## src/rtl/serial_frame_receiver_6bit.sv

```systemverilog
// -----------------------------------------------------------------------------
// serial_frame_receiver_6bit
//
// Receives LSB-first framed 6-bit words from a single serial line, qualified by
// a one-cycle bit strobe, and presents each good word behind a valid/ready
// handshake with a one-entry output buffer.
//
// Frame on the line, one bit per bit_en strobe:
//   start (1), d0..d5, [even parity p], stop (0)
//
// Ports:
//   clk          system clock, all state changes on posedge
//   clear        synchronous active-high reset, priority over all inputs
//   bit_en       line-bit strobe; serial_in consumed only when high
//   serial_in    serial line, idles at 0
//   data_ready   downstream accepts data_out this cycle
//   data_out     received word, bit 0 = first data bit on the line
//   data_valid   data_out holds an unconsumed word
//   parity_err   one-cycle pulse: frame discarded for bad parity
//   frame_err    one-cycle pulse: frame discarded for bad stop bit
//   overrun      sticky: a good frame was dropped because the buffer was full
//   frame_count  good frames accepted into the buffer, modulo 16
//   busy         receiver is inside a frame (state is not IDLE)
// -----------------------------------------------------------------------------
module serial_frame_receiver_6bit #(
    parameter int PARITY_EN = 1
) (
    input  logic       clk,
    input  logic       clear,
    input  logic       bit_en,
    input  logic       serial_in,
    input  logic       data_ready,
    output logic [5:0] data_out,
    output logic       data_valid,
    output logic       parity_err,
    output logic       frame_err,
    output logic       overrun,
    output logic [3:0] frame_count,
    output logic       busy
);

    typedef enum logic [1:0] {
        IDLE   = 2'd0,
        DATA   = 2'd1,
        PARITY = 2'd2,
        STOP   = 2'd3
    } state_t;

    state_t     state_q, state_d;
    logic [2:0] bit_cnt_q, bit_cnt_d;
    logic [5:0] rx_q, rx_d;
    logic       par_q, par_d;
    logic [5:0] data_q, data_d;
    logic       valid_q, valid_d;
    logic       perr_q, perr_d;
    logic       ferr_q, ferr_d;
    logic       ovr_q, ovr_d;
    logic [3:0] cnt_q, cnt_d;
    logic       par_ok;

    always_ff @(posedge clk) begin
        if (clear) begin
            state_q   <= IDLE;
            bit_cnt_q <= 3'd0;
            rx_q      <= 6'd0;
            par_q     <= 1'b0;
            data_q    <= 6'd0;
            valid_q   <= 1'b0;
            perr_q    <= 1'b0;
            ferr_q    <= 1'b0;
            ovr_q     <= 1'b0;
            cnt_q     <= 4'd0;
        end else begin
            state_q   <= state_d;
            bit_cnt_q <= bit_cnt_d;
            rx_q      <= rx_d;
            par_q     <= par_d;
            data_q    <= data_d;
            valid_q   <= valid_d;
            perr_q    <= perr_d;
            ferr_q    <= ferr_d;
            ovr_q     <= ovr_d;
            cnt_q     <= cnt_d;
        end
    end

    always_comb begin
        state_d   = state_q;
        bit_cnt_d = bit_cnt_q;
        rx_d      = rx_q;
        par_d     = par_q;
        data_d    = data_q;
        valid_d   = valid_q;
        perr_d    = 1'b0;
        ferr_d    = 1'b0;
        ovr_d     = ovr_q;
        cnt_d     = cnt_q;
        // Without a parity bit every frame with a good stop bit is accepted.
        par_ok    = (PARITY_EN == 0) || (par_q == ^rx_q);

        // Transfer drains the buffer; a load in STOP below may refill it on
        // the same edge.
        if (valid_q && data_ready) begin
            valid_d = 1'b0;
        end

        if (bit_en) begin
            case (state_q)
                IDLE: begin
                    if (serial_in) begin
                        state_d   = DATA;
                        bit_cnt_d = 3'd0;
                    end
                end
                DATA: begin
                    rx_d[bit_cnt_q] = serial_in;
                    bit_cnt_d       = bit_cnt_q + 3'd1;
                    if (bit_cnt_q == 3'd5) begin
                        bit_cnt_d = 3'd0;
                        state_d   = (PARITY_EN != 0) ? PARITY : STOP;
                    end
                end
                PARITY: begin
                    par_d   = serial_in;
                    state_d = STOP;
                end
                STOP: begin
                    // Always back to IDLE: the stop bit can never restart a frame.
                    state_d = IDLE;
                    if (serial_in) begin
                        ferr_d = 1'b1;
                    end else if (!par_ok) begin
                        perr_d = 1'b1;
                    end else if (!valid_q || data_ready) begin
                        data_d  = rx_q;
                        valid_d = 1'b1;
                        cnt_d   = cnt_q + 4'd1;
                    end else begin
                        ovr_d = 1'b1;
                    end
                end
                default: state_d = IDLE;
            endcase
        end
    end

    assign data_out    = data_q;
    assign data_valid  = valid_q;
    assign parity_err  = perr_q;
    assign frame_err   = ferr_q;
    assign overrun     = ovr_q;
    assign frame_count = cnt_q;
    assign busy        = (state_q != IDLE);

endmodule

```

## config.mk

```make
export PLATFORM = sky130hd
export DESIGN_NAME = serial_frame_receiver_6bit
export DESIGN_NICKNAME = d
export VERILOG_FILES = /design/src/rtl/serial_frame_receiver_6bit.sv
export SDC_FILE = /design/constraint.sdc
export NUM_CORES = 1
export LEC_CHECK = 0
export ABC_CLOCK_PERIOD_IN_PS = 1600
export BUFFER_PORTS_ARGS = -buffer_cell sky130_fd_sc_hd__buf_2
export CORE_MARGIN = 3
export CORE_UTILIZATION = 30
export DETAILED_ROUTE_END_ITERATION = 8
export GPL_ROUTABILITY_DRIVEN = 0
export PLACE_DENSITY = 0.52
export SLEW_MARGIN = 20
export SYNTH_ARGS = -nofsm -noshare
export SYNTH_HDL_FRONTEND = slang
export SYNTH_SLANG_ARGS = --single-unit
```

## constraint.sdc

```tcl
create_clock -name clk -period 1.6 [get_ports clk]
set_input_delay 0.16 -clock clk [delete_from_list [all_inputs] [get_ports clk]]
set_output_delay 0.16 -clock clk [all_outputs]
set_load 0.01 [all_outputs]
```

# Word level (Yosys, flattened, before mapping)

Cells that the tools add are included.

Bits in registers: 26
Input bits: 5
Output and inout bits: 15
Word-level logic and storage cells: 58

Add/sub/neg operators: 2
Order comparisons: 2
Equality and inequality tests: 7
Multiplexer cells: 17
Bitwise operators: 4
Reduce and logical (&&, ||, !) cells: 16

Operator list:

| cell                                                                  | count |
|---|---|
| 5-bit AND reduction                                                   | 2 |
| 1-bit two-way mux                                                     | 9 |
| 2-bit case mux with 4 select lines                                    | 1 |
| 6-bit bitwise mux                                                     | 1 |
| 3-bit two-way mux                                                     | 2 |
| 3-bit case mux with 2 select lines                                    | 1 |
| 3-bit AND reduction                                                   | 2 |
| 6-bit XOR reduction                                                   | 1 |
| 4-bit by 1-bit adder with 4-bit output, second input constant         | 1 |
| 2-bit == test, second input constant                                  | 2 |
| 3-bit by 4-bit < comparator with 1-bit output, second input constant  | 1 |
| 2-bit two-way mux                                                     | 2 |
| 2-bit inequality test, second input constant                          | 2 |
| 1-bit inverter                                                        | 4 |
| 2-bit AND reduction                                                   | 2 |
| 2-bit nonzero test                                                    | 2 |
| 4-bit OR reduction                                                    | 1 |
| 3-bit by 1-bit adder with 3-bit output, second input constant         | 1 |
| 1-bit demux with 3-bit select                                         | 1 |
| 3-bit == test, second input constant                                  | 1 |
| 3-bit by 1-bit >= comparator with 1-bit output, second input constant | 1 |
| 3-bit OR reduction                                                    | 1 |
| 2-bit by 1-bit == test with 1-bit output, second input constant       | 1 |
| 1-bit logical AND                                                     | 2 |
| 4 further kinds                                                       | 4 |

# Longest topological paths before layout

Gate-level depths: netlist of run 1.

Depth in word-level cells: 7
Gate-level depth with buffers: 6

# Worst setup path after synthesis of run 1

Ideal clock, no wire load.

Path kind: register -> register
Start point: register rx_q[2]
End point: register cnt_q[0] (netlist: frame_count[0])
Library setup time: 121 ps
Data arrival time: 1601 ps
Data required time: 1479 ps
Setup slack: -122 ps
Stages on the path, launching flop included: 5
Path buffers: 0
Clock period less this slack: 1722 ps
Path through: dfxtp_1 > xnor3_1 > xnor3_2 > nor2_4 > mux2_2

Word-level cells in the longest chain between the ends: 3

RTL lines:

| item                          | line | text |
|---|---|---|
| from (decl)                   | 51   | `logic [5:0] rx_q, rx_d;` |
| from (signal assigned)        | 76   | `rx_q <= rx_d;` |
| 6-bit XOR reduction           | 99   | `par_ok = (PARITY_EN == 0) \|\| (par_q == ^rx_q);` |
| 1-bit == test                 | 99   |  |
| 5-bit AND reduction (no line) | n/a  |  |
| to (signal assigned)          | 83   | `cnt_q <= cnt_d;` |
| to (decl)                     | 58   | `logic [3:0] cnt_q, cnt_d;` |

No other way between the ends.
A chain may end at the register's enable or synchronous reset.

# Final worst setup path of run 1

Start point: register rx_q[4]
End point: register cnt_q[2] (netlist: frame_count[2])

Same word-level chain as after synthesis.

==> impl_results.md, run 1 <==
- Vias in the first global route: 1017
- Post-Syn Area: 1292 µm²
- Area Growth Syn to Fin: 28.94%
- Arrival @ worst endpoint: 1.83 ns
- Total core area: approximately 4000 µm²
- Max-cap violation count: 0
- Synth Flop Type: dfxtp_1
- First-pass DRT Iterations: 4
- Clk sinks: 26
- CP max FO: 5
- Clock Latency Late Sink: 0.28 ns
- Fin util: 0.4078
- Worst flop-to-flop path endpoint: frame_count[2]
- Post-placement cell area: 1539 µm²
- Startpoint class of the critical path: register
- H-tree level count: 1
- Via/cell ratio: 4.670
- DR WL/cell: 12.67 µm
- Post-synthesis compound-gate area fraction: 0.06873
- Clk root buf: clkbuf_8
- Initial core utilization: 0.3163
- Failing checks: setup timing
- Cell area power density: 819.8 nW/µm²
- Finished Cell Area: 1667 µm²
- Final Hold Viols: 0
- Most common cell after layout, fill and taps aside: dfxtp_1
- IO buf count: 19
- Post-synth top area share: 0.4027
- CTS buffer count: 3
- Routed wire length: between 2000 and 3000 µm
- Die area: 5132 µm²
- YS warnings: 0
- Max_slew headroom: 0.7104
- Share of layout cells above drive strength 1: 0.3333
- FF-to-FF Start: rx_q[4]
- Commonest non-fill, non-tap cells in the layout: 23 x dfxtp_1, 20 x nand2b_1, 19 x buf_2
- Final worst slack: -0.05257 ns
- # hold bufs at CTS: 0
- Post-synth EDFFs: 0
- Multiplexer share of the synthesized area: 0.1268
- Crit path time final: approximately 1.7 ns
- Area contributors post-synth: dfxtp_1 40%, mux2i_1 10%, nand2b_1 9.7%, ha_1 5.8%, nor2_1 3.8%
- Largest family of logic cells by synthesized area: simple AND/OR/NAND/NOR gates
- Reg2Reg Depth: 4
- Setup CP Type: reg -> reg
- Maximum vdd drop: 826.1 µV
- Cells after Synth: 136
- Hold Path Depth: 3
- Post-synthesis xor/xnor area fraction: 0.04937
- Hold Path Class: in -> reg
- Synthesized net count: 147
- CTS max path bufs: 2
- Core Rows: 23
- DP Worst Slack: -0.04553 ns
- Via count: 1004
- Ys async rst share: 0
- Drt initial violations: 53
- Die Ht: 71.64 µm
- First-pass GRT wire length: 4602 µm
- Clk pin slew, worst setup/hold paths: about 0.10 ns
- Antenna Cells: 0
- IO Pins: 20
- Fin crit share: 1.033
- Detailed-placement wirelength estimate: 1909 µm
- Hold Crit Start: data_ready
- Skew final: roughly 0.01 ns
- Simple-Gate Fraction of Synth Area: 0.2594
- GRT Total Usage: 0.1140
- Max-slew violation count: 0
- Post-route ant nets: 0
- CP required: between 1.5 and 2 ns
- FF+latch count, synth: 26
- Library cell with the largest summed area after synthesis: dfxtp_1
- Nets@finish: 177
- # DRC: 0
- Static Leak: 0.6626 nW
- Grt ovf: 0
- Synth Area in Adders: 0.05808
- Setup-failing EPs final: 3
- CP Launch Point: rx_q[4]
- R2r setup slk: -0.05 ns
- Sequential element share of the synthesized area: 0.4027
- Largest net degree at the start of global routing: 30
- Status: finished, violations left
- CP endpoint kind: register
- Antenna violations before repair: 0
- Post-CTS setup buffer count: 0
- Fmax: 0.6051 GHz
- Synth Area per Inst: 9.504 µm²
- RSZ-0062 raised after global routing: yes
- Netlist cell types: 30
- Clock tree from TritonCTS: done
- X dimension of the die: 71.64 µm
- Least-Margin Pin Slew: 0.4343 ns
- Final Hold Slack: 0.2027 ns
- Endpoint, Worst Hold: data_valid
-- synthesized netlist by cell type (3+ instances only) --
master and number:
dfxtp_1 26, a21oi_1 6, inv_1 4, ha_1 6
nand2_1 5, mux2i_1 13, nor2_1 13, mux2_2 3
nor2b_1 3, clkbuf_1 8, nand2b_1 20, nand3_1 3
-- registers in the layout, indices dropped and copies added, names as in the netlist, 2 cells and up --
signal,flops
data_out,6
rx_q,6
frame_count,4
bit_cnt_q,3
state_q,2
-- how the worst max path moves through the flow --
stage	end	slack, ns	cells after the start
detailed placement	frame_count[2]	-0.05	4
finish	frame_count[2]	-0.05	4
global route	frame_count[2]	-0.10	4
floorplan	frame_count[0]	-0.06	4
global placement	frame_count[2]	-0.004	4
CTS	frame_count[2]	-0.06	4
-- report_power, final --
part | total [mW] | switching [mW] | leakage, nW | internal, mW
sequential | 0.666 | 0.0105 | 0.211 | 0.655
clock | 0.553 | 0.218 | 0.0357 | 0.335
combinational | 0.148 | 0.0772 | 0.416 | 0.0706
total | 1.37 | 0.305 | 0.663 | 1.06
-- worst max-delay path, cell delays in order, from the launching register on --
cell,delay (ns)
dfxtp_2,0.34
xnor3_1,0.39
xnor3_2,0.30
nor3b_2,0.22
mux2_4,0.31
-- layout make-up --
| class | count | area, µm² |
|---|---|---|
| clock buffers | 3 | 41.29 |
| well taps | 50 | 62.56 |
| inverters | 4 | 15.01 |
| flip-flops and latches | 26 | 526.8 |
| fillers | 419 | 2420 |
| multi-input cells | 98 | 783.3 |
| clock inverters | 1 | 30.03 |
| repair buffers | 33 | 207.7 |
-- stage by stage --
step	TNS [ns]	power [mW]	std cells
2_1_floorplan	-0.05565	0.7731	136
3_3_place_gp	-0.004415	0.8153	211
3_5_place_dp	-0.09363	0.8215	211
4_1_cts	-0.1132	1.391	215
5_1_grt	-0.7226	1.436	215
6_report	-0.1065	1.366	215
-- per-layer routing --
| layer | GRT usage | share of wire |
|---|---|---|
| met1 | 0.1477 | 0.48 |
| met5 | 0 | 0 |
| met3 | 0.03927 | 0.048 |
| met2 | 0.1724 | 0.46 |
| met4 | 0.04802 | 0.011 |
-- cell families (layout without fill, tap and decap cells) --
| logic type | count (synthesis) | in the layout |
|---|---|---|
| buffers and inverters | 12 | 41 |
| AOI/OAI and AO/OA | 14 | 14 |
| and+or+nand+nor | 58 | 58 |
| xor gates and xnor gates | 4 | 4 |
| DFF | 26 | 26 |
| muxes | 16 | 16 |
| adders and majority gates | 6 | 6 |
-- what timing repair did --
item                       in CTS  in global routing
resized for setup               3                 11
pin swaps                       1                  1
hold endpoints to repair        0                  0
cloned                          0                  0
setup endpoints to repair      11                 18
Power figures use the tool's default switching activity.
==> inputs of run 2 (changes only) <==
--- a/config.mk
+++ b/config.mk
@@ -5,13 +5,14 @@
 export SDC_FILE = /design/constraint.sdc
 export NUM_CORES = 1
 export LEC_CHECK = 0
-export ABC_CLOCK_PERIOD_IN_PS = 1600
+export ABC_CLOCK_PERIOD_IN_PS = 1460
 export BUFFER_PORTS_ARGS = -buffer_cell sky130_fd_sc_hd__buf_2
 export CORE_MARGIN = 3
 export CORE_UTILIZATION = 30
 export DETAILED_ROUTE_END_ITERATION = 8
 export GPL_ROUTABILITY_DRIVEN = 0
 export PLACE_DENSITY = 0.52
+export SETUP_SLACK_MARGIN = 0.3
 export SLEW_MARGIN = 20
 export SYNTH_ARGS = -nofsm -noshare
 export SYNTH_HDL_FRONTEND = slang
==> constraint.sdc (replaced) <==
create_clock -name clk -period 1.46 [get_ports clk]
set_input_delay 0.146 -clock clk [delete_from_list [all_inputs] [get_ports clk]]
set_output_delay 0.146 -clock clk [all_outputs]
set_load 0.01 [all_outputs]
==> run 2 against run 1 <==
  * The run still ends with setup timing left
  * Global-route usage is 0.65 points higher
  * Power is 6.9% higher
  * Register-to-register slack worse by 0.14 ns
  * Worst hold slack better by 0.0038 ns
  * Worst setup slack worse by 0.14 ns
  * Combinational power is 120% higher
  * Core utilization is 8.1 points higher
  * Sequential share of layout area is 5.2 points lower
  * Final area is 20% higher
  * Sequential power is 9.3% higher
  * First-iteration DRC count is 38% lower
  * Via count is 8.8% higher
  * Critical path type unchanged
  * Largest cell class unchanged
==> impl_results.md, run 2 (synthesized netlist as in run 1, its figures left out) <==
- Seq. cell area: 526.8 µm² (unchanged)
- Post-placement cell area: 1648 µm² (+7.1%)
- Grt ovf: 0 (unchanged)
- Least-Margin Pin Slew: 0.4148 ns (-0.01953 ns)
- Final Hold Viols: 0 (unchanged)
- Via/cell ratio: 4.769 (+2.1%)
- RSZ-0062 raised after global routing: yes
- Final Hold Slack: 0.2065 ns (+0.003827 ns)
- Failing checks: setup timing
- IO Pins: 20 (unchanged)
- Status: finished, violations left
- Nets@finish: 192 (+8.5%)
- CP endpoint kind: register
- Reg2Reg Depth: 4 (unchanged)
- Core Rows: 23 (unchanged)
- Skew final: 0.003384 ns (-0.006611 ns)
- Pint: 1.083 mW (+2.1%)
- Endpoint, Worst Hold: data_valid
- CTS buffer count: 3 (unchanged)
- Clk sinks: 26 (unchanged)
- Clk pin slew, worst setup/hold paths: 0.09 ns (about the same)
- Commonest non-fill, non-tap cells in the layout: 21 x dfxtp_1, 20 x nand2b_1, 18 x buf_2
- Antenna violations before repair: 0 (unchanged)
- Arrival @ worst endpoint: 1.86 ns (+0.03 ns)
- Via count: 1092 (+8.8%)
- Max-slew violation count: 0 (unchanged)
- Drt initial violations: 33 (-38%)
- Die Ht: 71.64 µm (unchanged)
- Startpoint class of the critical path: register
- Hold Path Depth: 3 (unchanged)
- Maximum vdd drop: 312.2 µV (-62%)
- Fmax: 0.6047 GHz (about the same)
- Routed wire length: 2982 µm (+9.5%)
- Setup CP Type: reg -> reg
- First-pass GRT wire length: 4981 µm (+8.2%)
- Total power: 1.460 mW (+6.9%)
- GRT Total Usage: 0.1204 (+0.006464)
- Max_slew headroom: 0.7235 (+0.01302)
- FF-to-FF Start: rx_q[2]
- Initial core utilization: 0.3163 (unchanged)
- TNS Setup: -1.543 ns (-1.437 ns)
- Register share of total power: 0.499 (+0.012)
- X dimension of the die: 71.64 µm (unchanged)
- Die area: 5132 µm² (unchanged)
- Cell area power density: 731.1 nW/µm² (-11%)
- Setup-failing EPs final: 15 (+12)
- Area Growth Syn to Fin: 54.50%
- Fraction of power spent switching nets: 0.2583 (+0.03483)
- Hold Path Class: in -> reg
- Multi-input logic area: 967.2 µm² (+23%)
- Final worst slack: -0.1936 ns (-0.1411 ns)
- Crit path time final: 1.654 ns (+0.001061 ns)
- Max-cap violation count: 0 (unchanged)
- Psw: 0.3772 mW (+24%)
- Hold Crit Start: data_ready
- Fill cells: 363 (-13%)
- Total core area: 4086 µm² (unchanged)
- Finished Cell Area: 1997 µm² (+20%)
- DR WL/cell: 13.02 µm (+2.8%)
- H-tree level count: 1 (unchanged)
- Share of layout cells above drive strength 1: 0.4972 (+0.1639)
- Most common cell after layout, fill and taps aside: dfxtp_1
- Antenna Cells: 0 (unchanged)
- CP required: 1.67 ns (-0.11 ns)
- Comb power frac: 0.225 (+0.117)
- Post-route ant nets: 0 (unchanged)
- Largest net degree at the start of global routing: 27 (-10%)
- Vias in the first global route: 1088 (+7.0%)
- Clock tree from TritonCTS: done
- Worst flop-to-flop path endpoint: frame_count[3]
- Clk root buf: clkbuf_8
- CTS max path bufs: 2 (unchanged)
- Static Leak: 0.7713 nW (+16%)
- # DRC: 0 (unchanged)
- Clock Power Share: 0.276 (-0.129)
- First-pass DRT Iterations: 4 (unchanged)
- Fin crit share: 1.133 (+0.09977)
- DP Worst Slack: -0.2110 ns (-0.1655 ns)
- IO buf count: 19 (unchanged)
- CP max FO: 4 (-1)
- Detailed-placement wirelength estimate: 2041 µm (+6.9%)
- R2r setup slk: -0.19 ns (-0.14 ns)
- Clock Latency Late Sink: 0.27 ns (about the same)
run 2: changes by cell type in the layout (fill, tap and decap cells not counted), sizes merged:
cell    change
bufinv      -1
buf        +15
run 2: final cells by class:
cell class,count,share of cell area
multi-input combinational,98,0.4843
sequential,26,0.2638
tap,50,0.03133
clock buffer,3,0.02068
timing repair buffer,48,0.1886
inverter,4,0.01128
run 2: stage by stage:
step | util | instances
2_1_floorplan | - | 136
3_3_place_gp | 0.4032 | 214
3_5_place_dp | 0.4032 | 214
4_1_cts | 0.4574 | 224
5_1_grt | 0.4887 | 229
6_report | 0.4887 | 229
run 2: layer usage:
metal / up-vias / part of all wire / GRT usage
li1: 554 / - / -
met1: 524 / 0.46 / 0.1557
met4: 0 / 0.0027 / 0.04384
met5: - / 0 / 0
met2: 12 / 0.50 / 0.1969
met3: 2 / 0.040 / 0.02665
run 2: what timing repair did:
action,4_1_cts,5_1_grt
resized for setup,28,16
hold buffers,0,0
buffers inserted,7,5
pin swaps,14,11
gates cloned,0,0
endpoints found under the setup margin,25,26
run 2: power by group through the flow:
stage	logic [mW]	registers [mW]	clock network [mW]
floorplan	0.137	0.745	0
global placement	0.193	0.743	0
detailed placement	0.201	0.743	0
CTS	0.276	0.728	0.423
global route	0.354	0.730	0.445
finish	0.329	0.728	0.403
run 2: how the worst max path moves through the flow:
| stage | from | end | slack (ns) | cells after the start |
|---|---|---|---|---|
| 6_report | rx_q[2] | frame_count[3] | -0.19 | 4 |
| 5_1_grt | rx_q[2] | frame_count[3] | -0.27 | 4 |
| 4_1_cts | rx_q[2] | frame_count[2] | -0.20 | 4 |
| 3_5_place_dp | rx_q[4] | frame_count[2] | -0.21 | 4 |
| 3_3_place_gp | rx_q[4] | frame_count[2] | -0.18 | 4 |
| 2_1_floorplan | rx_q[4] | frame_count[0] | -0.20 | 4 |
run 2: worst max-delay path, stage by stage (launching register included):
cell and delay (ns):
dfxtp_2 0.34, xnor3_1 0.40, xnor3_2 0.29, or4_1 0.44, a21oi_2 0.13
==> inputs of run 3 (changes only) <==
--- a/config.mk
+++ b/config.mk
@@ -9,8 +9,10 @@
 export BUFFER_PORTS_ARGS = -buffer_cell sky130_fd_sc_hd__buf_2
 export CORE_MARGIN = 3
 export CORE_UTILIZATION = 30
+export CTS_CLUSTER_DIAMETER = 100
 export DETAILED_ROUTE_END_ITERATION = 8
 export GPL_ROUTABILITY_DRIVEN = 0
+export MAX_ROUTING_LAYER = met4
 export PLACE_DENSITY = 0.52
 export SETUP_SLACK_MARGIN = 0.3
 export SLEW_MARGIN = 20
==> run 3 against run 2 <==
  * Routed wire length increased by 0.94%
  * Highest routed layer unchanged
  * Worst hold slack worse by 0.0082 ns
  * Via count is 0.37% higher
  * Register-to-register slack about the same
  * The run still ends with setup timing left
  * Non-clock buffer count unchanged
  * Combinational power hardly changed
  * Final area stayed put
  * Die area is the same
  * Critical endpoint unchanged
  * Clock-buffer cell count stayed put
  * Final cell count stayed put
  * Critical path type unchanged
==> impl_results.md, run 3 (synthesized netlist as in run 1, its figures left out) <==
- Grt ovf: 0 (unchanged)
- Via/cell ratio: 4.786 (+0.37%)
- RSZ-0062 raised after global routing: yes
- Area Growth Syn to Fin: 54.50% (unchanged)
- Clk pin slew, worst setup/hold paths: 0.09 ns (about the same)
- Total core area: 4086 µm² (unchanged)
- Static Leak: 0.7713 nW (unchanged)
- DR WL/cell: 13.14 µm (+0.94%)
- Hold Path Class: in -> reg
- Placed cell count: 214 (unchanged)
- DP Worst Slack: -0.2110 ns (unchanged)
- Final Hold Slack: 0.1983 ns (-0.008196 ns)
- # hold bufs at CTS: 0 (unchanged)
- Fin util: 0.4887 (unchanged)
- Failing checks: setup timing
- CP required: 1.67 ns (about the same)
- Post-route ant nets: 0 (unchanged)
- # DRC: 0 (unchanged)
- Post-placement cell area: 1648 µm² (unchanged)
- Total power: 1.469 mW (+0.64%)
- Clk root buf: clkbuf_8
- Cell area power density: 735.8 nW/µm² (+0.64%)
- Antenna Cells: 0 (unchanged)
- Setup-failing EPs final: 15 (unchanged)
- Max-cap violation count: 0 (unchanged)
- X dimension of the die: 71.64 µm (unchanged)
- Setup CP Type: reg -> reg
- Skew final: 0.003236 ns (-0.0001485 ns)
- TNS Setup: -1.547 ns (-0.003820 ns)
- Antenna violations before repair: 0 (unchanged)
- Finished Cell Area: 1997 µm² (unchanged)
- Largest net degree at the start of global routing: 27 (unchanged)
- Final worst slack: -0.1938 ns (-0.0002010 ns)
- Reg2Reg Depth: 4 (unchanged)
- H-tree level count: 1 (unchanged)
- Fill cells: 363 (unchanged)
- Hold Path Depth: 3 (unchanged)
- Vias in the first global route: 1090 (+0.18%)
- Fin cells: 229 (unchanged)
- Die Ht: 71.64 µm (unchanged)
- Fin crit share: 1.133 (about the same)
- Startpoint class of the critical path: register
- CP endpoint kind: register
- First-pass DRT Iterations: 4 (unchanged)
- Nets@finish: 192 (unchanged)
- Initial core utilization: 0.3163 (unchanged)
- Clk sinks: 26 (unchanged)
- Share of layout cells above drive strength 1: 0.4972 (unchanged)
- Status: finished, violations left
- CP max FO: 4 (unchanged)
- Detailed-placement wirelength estimate: 2041 µm (unchanged)
- First-pass GRT wire length: 4981 µm (unchanged)
- Final Hold Viols: 0 (unchanged)
- Die area: 5132 µm² (unchanged)
- Via count: 1096 (+0.37%)
- Commonest non-fill, non-tap cells in the layout: 21 x dfxtp_1, 20 x nand2b_1, 18 x buf_2
- Core Rows: 23 (unchanged)
- IO Pins: 20 (unchanged)
- Most common cell after layout, fill and taps aside: dfxtp_1
- Fmax: 0.6047 GHz (about the same)
- Max-slew violation count: 0 (unchanged)
- CTS buffer count: 3 (unchanged)
- Max_slew headroom: 0.7235 (about the same)
- Drt initial violations: 31 (-6.1%)
- Routed wire length: 3010 µm (+0.94%)
- GRT Total Usage: 0.1240 (+0.003589)
- Crit path time final: 1.654 ns (+0.0002010 ns)
- CTS max path bufs: 2 (unchanged)
- Maximum vdd drop: 319.6 µV (+2.4%)
- Least-Margin Pin Slew: 0.4148 ns (+0.000005007 ns)
- Clock Latency Late Sink: 0.27 ns (about the same)
- Arrival @ worst endpoint: 1.87 ns (about the same)
- IO buf count: 19 (unchanged)
- Clock tree from TritonCTS: done
## run 3: cell counts in the layout (fill, tap and decap cells not counted)
Identical to the previous run, type by type.
## run 3: final timing paths
| kind | startpoint | end | slack, ns |
|---|---|---|---|
| worst min-delay path | data_ready | data_valid | 0.20 |
| worst max register to register | rx_q[2] | frame_count[3] | -0.19 |
| worst min register to register | data_out[4] | data_out[4] | 0.48 |
| worst max-delay path | rx_q[2] | frame_count[3] | -0.19 |
## run 3: where the power goes
group          switching (mW)  internal [mW]  total (mW)
clock network           0.227          0.185       0.413
logic                   0.149          0.179       0.329
registers             0.00930          0.719       0.728
## run 3: repair_timing
action                                  CTS  global route
endpoints found under the setup margin   25            26
gates resized for setup                  28            16
buffers inserted                          7             5
pin swaps                                14            11
## run 3: layout make-up
class / count / area [µm²] / area share
inverter: 4 / 22.52 / 0.01128
clock buffer: 3 / 41.29 / 0.02068
sequential: 26 / 526.8 / 0.2638
tap: 50 / 62.56 / 0.03133
timing repair buffer: 48 / 376.6 / 0.1886
multi-input combinational: 98 / 967.2 / 0.4843
## run 3: layer usage
layer,vias to the layer above,GRT usage,part of all wire
met2,14,0.1969,0.49
met3,4,0.02384,0.038
met1,524,0.1574,0.46
met4,0,0.04384,0.012
met5,-,-,0
li1,554,-,-
## run 3: worst max-delay path, stage by stage (launching register included)
cell	delay (ns)
dfxtp_2	0.34
xnor3_1	0.40
xnor3_2	0.29
or4_1	0.44
a21oi_2	0.13
